==> config.mk <==
export PLATFORM = sky130hd
export DESIGN_NAME = spi_csr_bridge
export DESIGN_NICKNAME = d
export VERILOG_FILES = /design/src/rtl/spi_csr_bridge.sv
export SDC_FILE = /design/constraint.sdc
export NUM_CORES = 1
export LEC_CHECK = 0
export ABC_AREA = 0
export ABC_CLOCK_PERIOD_IN_PS = 1900
export CORE_MARGIN = 3
export CORE_UTILIZATION = 48
export DETAILED_ROUTE_END_ITERATION = 10
export HOLD_SLACK_MARGIN = 0.1
export PLACE_DENSITY_LB_ADDON = 0.08
export SLEW_MARGIN = 40
export SYNTH_ARGS = -nofsm -noshare
export SYNTH_HDL_FRONTEND = slang
export SYNTH_SLANG_ARGS = --single-unit
==> constraint.sdc <==
create_clock -name clk_i -period 1.9 [get_ports clk_i]
set_clock_uncertainty 0.1 [all_clocks]
set_input_delay 0.38 -clock clk_i [delete_from_list [all_inputs] [get_ports clk_i]]
set_output_delay 0.38 -clock clk_i [all_outputs]
set_load 0.05 [all_outputs]
==> src/rtl/spi_csr_bridge.sv <==
// SPI mode-0 slave that turns command/data frames into CSR register-map accesses.
// Optional feature: define SPI_CSR_AUTOINC_EN to advance addr_o after every data byte of a burst.
module spi_csr_bridge #(
    parameter int ADDR_WIDTH  = 7,
    parameter int DATA_WIDTH  = 8,
    parameter int SYNC_STAGES = 2,
    parameter int WR_HOLD     = 3,
    parameter int RD_HOLD     = 3
) (
    input  logic                  clk_i,
    input  logic                  rst_i,
    input  logic                  spi_sclk_i,
    input  logic                  spi_cs_n_i,
    input  logic                  spi_mosi_i,
    output logic                  spi_miso_o,
    output logic [ADDR_WIDTH-1:0] addr_o,
    output logic [DATA_WIDTH-1:0] write_data_o,
    output logic                  write_en_o,
    output logic                  read_en_o,
    input  logic [DATA_WIDTH-1:0] read_data_i,
    output logic                  frame_err_o
);

    localparam int BIT_W    = $clog2(DATA_WIDTH);
    localparam int HOLD_MAX = (WR_HOLD > RD_HOLD) ? WR_HOLD : RD_HOLD;
    localparam int HOLD_W   = $clog2(HOLD_MAX + 1);

    typedef enum logic [2:0] {
        IDLE,
        CMD,
        WR_DATA,
        WR_COMMIT,
        RD_FETCH,
        RD_SHIFT
    } state_t;

    state_t                  r_state;
    logic [SYNC_STAGES-1:0]  r_sclkSync;
    logic [SYNC_STAGES-1:0]  r_csSync;
    logic [SYNC_STAGES-1:0]  r_mosiSync;
    logic                    r_sclkPrev;
    logic                    r_csPrev;
    logic [DATA_WIDTH-2:0]   r_rxShift;
    logic [BIT_W-1:0]        r_bitCnt;
    logic [DATA_WIDTH-1:0]   r_txShift;
    logic [ADDR_WIDTH-1:0]   r_addr;
    logic [DATA_WIDTH-1:0]   r_writeData;
    logic                    r_writeEn;
    logic                    r_readEn;
    logic [HOLD_W-1:0]       r_holdCnt;
    logic                    r_csEndPend;
    logic                    r_frameErr;

    logic                    w_sclk;
    logic                    w_csN;
    logic                    w_mosi;
    logic                    w_csFall;
    logic                    w_csRise;
    logic                    w_sclkRise;
    logic                    w_sclkFall;
    logic                    w_shiftEn;
    logic                    w_lastBit;
    logic                    w_byteDone;
    logic [DATA_WIDTH-1:0]   w_rxByte;
    logic [ADDR_WIDTH-1:0]   w_nextAddr;

    // Synchronizers are deliberately not reset so edge detection right after
    // rst_i reflects the real pin levels and no false cs_n edge is seen.
    always_ff @(posedge clk_i) begin
        r_sclkSync <= {r_sclkSync[SYNC_STAGES-2:0], spi_sclk_i};
        r_csSync   <= {r_csSync[SYNC_STAGES-2:0], spi_cs_n_i};
        r_mosiSync <= {r_mosiSync[SYNC_STAGES-2:0], spi_mosi_i};
        r_sclkPrev <= w_sclk;
        r_csPrev   <= w_csN;
    end

    assign w_sclk     = r_sclkSync[SYNC_STAGES-1];
    assign w_csN      = r_csSync[SYNC_STAGES-1];
    assign w_mosi     = r_mosiSync[SYNC_STAGES-1];
    assign w_csFall   = r_csPrev & ~w_csN;
    assign w_csRise   = ~r_csPrev & w_csN;
    assign w_sclkRise = w_sclk & ~r_sclkPrev & ~w_csN;
    assign w_sclkFall = ~w_sclk & r_sclkPrev & ~w_csN;

    assign w_shiftEn  = w_sclkRise && ((r_state == CMD) || (r_state == WR_DATA) || (r_state == RD_SHIFT));
    assign w_lastBit  = (r_bitCnt == BIT_W'(DATA_WIDTH - 1));
    assign w_byteDone = w_shiftEn && w_lastBit;
    assign w_rxByte   = {r_rxShift, w_mosi};

`ifdef SPI_CSR_AUTOINC_EN
    assign w_nextAddr = r_addr + ADDR_WIDTH'(1);
`else
    assign w_nextAddr = r_addr;
`endif

    always_ff @(posedge clk_i) begin
        if (rst_i) begin
            r_rxShift <= '0;
            r_bitCnt  <= '0;
        end else if (w_csRise || (r_state == IDLE)) begin
            r_bitCnt <= '0;
        end else if (w_shiftEn) begin
            r_rxShift <= w_rxByte[DATA_WIDTH-2:0];
            r_bitCnt  <= w_lastBit ? '0 : r_bitCnt + BIT_W'(1);
        end
    end

    // A cs_n rise aborts every state except WR_COMMIT, which finishes its
    // strobe first so a fully received byte is never half-written.
    always_ff @(posedge clk_i) begin
        if (rst_i) begin
            r_state     <= IDLE;
            r_txShift   <= '0;
            r_addr      <= '0;
            r_writeData <= '0;
            r_writeEn   <= 1'b0;
            r_readEn    <= 1'b0;
            r_holdCnt   <= '0;
            r_csEndPend <= 1'b0;
            r_frameErr  <= 1'b0;
        end else if (w_csRise && (r_state != IDLE) && (r_state != WR_COMMIT)) begin
            r_state   <= IDLE;
            r_readEn  <= 1'b0;
            r_txShift <= '0;
            if (r_bitCnt != '0) begin
                r_frameErr <= 1'b1;
            end
        end else begin
            case (r_state)
                IDLE: begin
                    r_txShift <= '0;
                    if (w_csFall) begin
                        r_state <= CMD;
                    end
                end
                CMD: begin
                    if (w_byteDone) begin
                        r_addr <= w_rxByte[ADDR_WIDTH-1:0];
                        if (w_rxByte[DATA_WIDTH-1]) begin
                            r_state   <= RD_FETCH;
                            r_readEn  <= 1'b1;
                            r_holdCnt <= '0;
                        end else begin
                            r_state <= WR_DATA;
                        end
                    end
                end
                WR_DATA: begin
                    if (w_byteDone) begin
                        r_writeData <= w_rxByte;
                        r_writeEn   <= 1'b1;
                        r_holdCnt   <= '0;
                        r_state     <= WR_COMMIT;
                    end
                end
                WR_COMMIT: begin
                    if (w_csRise) begin
                        r_csEndPend <= 1'b1;
                    end
                    if (r_holdCnt == HOLD_W'(WR_HOLD - 1)) begin
                        r_writeEn <= 1'b0;
                        r_addr    <= w_nextAddr;
                        r_holdCnt <= '0;
                        if (r_csEndPend || w_csRise) begin
                            r_state     <= IDLE;
                            r_csEndPend <= 1'b0;
                        end else begin
                            r_state <= WR_DATA;
                        end
                    end else begin
                        r_holdCnt <= r_holdCnt + HOLD_W'(1);
                    end
                end
                RD_FETCH: begin
                    if (r_readEn) begin
                        if (r_holdCnt == HOLD_W'(RD_HOLD - 1)) begin
                            r_readEn <= 1'b0;
                        end else begin
                            r_holdCnt <= r_holdCnt + HOLD_W'(1);
                        end
                    end else begin
                        r_txShift <= read_data_i;
                        r_state   <= RD_SHIFT;
                    end
                end
                RD_SHIFT: begin
                    // The MSB is already on MISO after the fetch, so only
                    // falls that follow a rise within this byte shift.
                    if (w_byteDone) begin
                        r_addr    <= w_nextAddr;
                        r_readEn  <= 1'b1;
                        r_holdCnt <= '0;
                        r_state   <= RD_FETCH;
                    end else if (w_sclkFall && (r_bitCnt != '0)) begin
                        r_txShift <= {r_txShift[DATA_WIDTH-2:0], 1'b0};
                    end
                end
                default: begin
                    r_state <= IDLE;
                end
            endcase
        end
    end

    assign spi_miso_o   = r_txShift[DATA_WIDTH-1];
    assign addr_o       = r_addr;
    assign write_data_o = r_writeData;
    assign write_en_o   = r_writeEn;
    assign read_en_o    = r_readEn;
    assign frame_err_o  = r_frameErr;

    strobeExclusive: assert property (@(posedge clk_i) !(r_writeEn && r_readEn));

endmodule

==> run summary <==
status -> complete, but fails checks
failing checks -> setup timing
Final Hold Fails -> 0
largest net degree at the start of global routing -> 25
vias in the first global route -> 1717
crit start category -> flip-flop
Routed wire per std cell -> 14.1 um
fin util -> 68.5%
hold crit path type -> reg -> reg
Via density -> 5.42
crit path from -> r_bitCnt[0]$_SDFFE_PP0P_
Slew @ Worst Pin -> 0.371 ns
Power per Cell Area -> 886 nW/um^2
Tot Pwr -> 0.00253 W
total wire length -> 4610 um
Post-Syn Nets -> 242
antenna cell count -> 0
Crit path top cell by count -> ha_4
antenna-violating nets left -> 0
FF-to-FF path depth -> 6
Seq/Total Area, Yosys -> 46.5%
share of layout cells above drive strength 1 -> 29.5%
WHS -> 0.236 ns
Worst path max stage delay -> 0.46 ns
RSZ-0062 raised after global routing -> yes
Core ar. -> 4170 sq um
Clk Latency, worst-skew pair -> 0.30 ns
WS Path Type -> reg -> reg
relative max-transition margin -> 75.0%
# rows -> 23
storage element area -> 1010 sq um
clock sinks -> 50
GRT Overall Usage -> 18.3%
Post-synth EDFFs -> 0
Initial Util -> 51.6%
P_leak -> 1.25 nW
Die Y -> 73.0 um
Post-Syn Area -> 2150 sq um
RR Endpoint -> r_state[0]$_SDFFE_PP0P_
Final GP Congestion -> 0.836
DRT iter0 DRCs -> 120
crit path buf inv count -> 0
area grow syn2layout -> 32.6%
fill cell count -> 353
Initial DRT Pass Iterations -> 4
Worst Setup EP -> r_state[0]$_SDFFE_PP0P_
CTS max path bufs -> 2
DP HPWL -> 3120 um
Multi-input gate area -> 1160 sq um
slowest cell on the critical path -> or4bb_4
Worst Setup End Kind -> flip-flop
RR Startpoint -> r_bitCnt[0]$_SDFFE_PP0P_
R2R Setup Slk -> -0.1 ns
NumNets Final -> 296
Final Max Tran Viols -> 0
Post-synth ARST share -> 0%
fmax -> 501 MHz
Synthesis Warnings -> 0
full die area -> 5330 sq um
peak fanout along the critical path -> 4
Top delay family on crit path -> compound AO/OA/AOI/OAI gates
I/O pin count -> 32
CTS Hold Bufs -> 0
Final WS setup -> -0.0973 ns
TritonCTS buffer count -> 5
period utilisation layout -> 105%
synth unique cells -> 39
placed instance area -> 2640 sq um
CP required -> 2.04 ns
CTS root buf -> clkbuf_8
total gr overflow -> 0
Syn Area/Cell -> 9.66 sq um
minimum clock period -> 2.00 ns
max cap viols -> 0
Peak supply drop -> 0.584 mV
Synth Instances -> 223
initial antenna violation count -> 0
Vias -> 1777
Final setup viols -> 13
# port buffers -> 31
top_reg_cell synth -> dfxtp_1
H-Tree Depth -> 2
WP depth -> 6
TritonCTS clock tree -> yes
drc violations -> 0
arrival time worst endpoint -> 2.14 ns
Worst-path clk slew -> 0.10 ns
die width -> 73.0 um
crit-path cells -> ha_4, ha_4, or4bb_4, o2111a_2, a2111o_1, a21oi_1
cell area after layout -> 2860 sq um
first-pass GRT wire length -> 7740 um
#FFs+latches synth -> 50
[cell families after synthesis]
group	synth area share [%]
multiplexers	15.4
buffers and inverters	4.70
XOR/XNOR	0.407
AND/OR/NAND/NOR	16.3
flip-flops	46.5
adder cells (fa/ha/maj)	3.48
AO/OA/AOI/OAI	13.2
[synth_stat cells, types with 3 or more instances]
cell       n  area, sq um
ha_1       6         75.1
nor3_1     3         15.0
o21ai_0   12         60.1
clkbuf_1   8         30.0
nand2_1    4         15.0
o31ai_1    3         22.5
nor2b_1    3         18.8
nand3_1    3         15.0
nand2b_1   6         37.5
buf_2      4         20.0
dfxtp_1   50         1000
nor3b_1    3         22.5
or4_1      7         52.6
a21oi_1   15         75.1
nor2_1    32          120
mux2i_1   31          310
inv_1      6         22.5
[worst register-to-register path, stage by stage, from the launching register on]
cell and delay (ns):
dfxtp_4 0.38, ha_4 0.14, ha_4 0.12, or4bb_4 0.46
o2111a_2 0.30, a2111o_1 0.34, a21oi_1 0.11
[cells in the final DEF (no fill, tap or decap), drive strengths merged, types with 2 or more instances in the layout]
cell type,count
clkbuf,5
nand3,3
a32oi,2
o41a,2
nor2,32
mux2i,31
nor3,3
o21ai,12
mux2,2
nor3b,3
dfxtp,50
nand2b,6
clkdlybuf4s50,12
o31ai,3
inv,8
ha,6
a21oi,15
buf,48
or3,2
or4,7
nor2b,3
a211oi,2
nand2,4
[flip-flops by register name (all words and copies together) (netlist names), 2 cells and up]
register / cells
r_sclkSync: 2
r_rxShift: 7
r_mosiSync: 2
r_holdCnt: 2
r_bitCnt: 3
r_csSync: 2
write_data_o: 8
addr_o: 7
r_txShift: 8
r_state: 3
[final cells by class]
class	count	area share (%)
Clock buffer	5	2.41
Clock inverter	3	1.53
Inverter	7	1.01
Multi-Input combinational cell	153	40.7
Sequential cell	50	35.3
Tap cell	50	2.19
Timing Repair Buffer	60	16.8
[per-stage QoR]
| stage | setup WS (ns) | setup TNS, ns | cells |
|---|---|---|---|
| detailed placement | -0.167 | -1.43 | 316 |
| CTS | -0.116 | -0.727 | 327 |
| floorplan | -0.0816 | -0.163 | 223 |
| global route | -0.140 | -1.23 | 328 |
| finish | -0.0973 | -0.429 | 328 |
| global placement | -0.130 | -1.08 | 316 |
[per-layer routing]
metal	GRT usage [%]	part of all wire [%]	vias up
met1	23.9	47	827
met4	5.33	0.87	0
met3	4.55	5.1	4
met2	29.7	47	42
met5	0	0	-
li1	-	-	904
[worst min-delay path by stage]
stage / cells past startpoint / slack, ns / endpoint / from
floorplan: 0 / 0.21 / r_csSync[1]$_DFF_P_ / r_csSync[0]$_DFF_P_
global placement: 0 / 0.21 / r_csSync[1]$_DFF_P_ / r_csSync[0]$_DFF_P_
detailed placement: 0 / 0.22 / r_mosiSync[1]$_DFF_P_ / r_mosiSync[0]$_DFF_P_
CTS: 0 / 0.24 / r_mosiSync[1]$_DFF_P_ / r_mosiSync[0]$_DFF_P_
global route: 0 / 0.24 / r_mosiSync[1]$_DFF_P_ / r_mosiSync[0]$_DFF_P_
finish: 0 / 0.24 / r_mosiSync[1]$_DFF_P_ / r_mosiSync[0]$_DFF_P_
[power by group]
| part | leakage (nW) | switching, W | internal, W | total (W) |
|---|---|---|---|---|
| Clock | 0.0585 | 0.000348 | 0.000395 | 0.000742 |
| Sequential | 0.408 | 0.0000520 | 0.00108 | 0.00113 |
| Combinational | 0.787 | 0.000366 | 0.000296 | 0.000662 |
| Total | 1.25 | 0.000766 | 0.00177 | 0.00253 |
[repair_timing]
action / CTS / global route
pin swaps: 19 / 7
buffers inserted: 2 / 1
cloned: 1 / 0
resized for setup: 9 / 11
endpoints found under the setup margin: 14 / 14
Note: power is estimated with default switching activity, not from simulation.
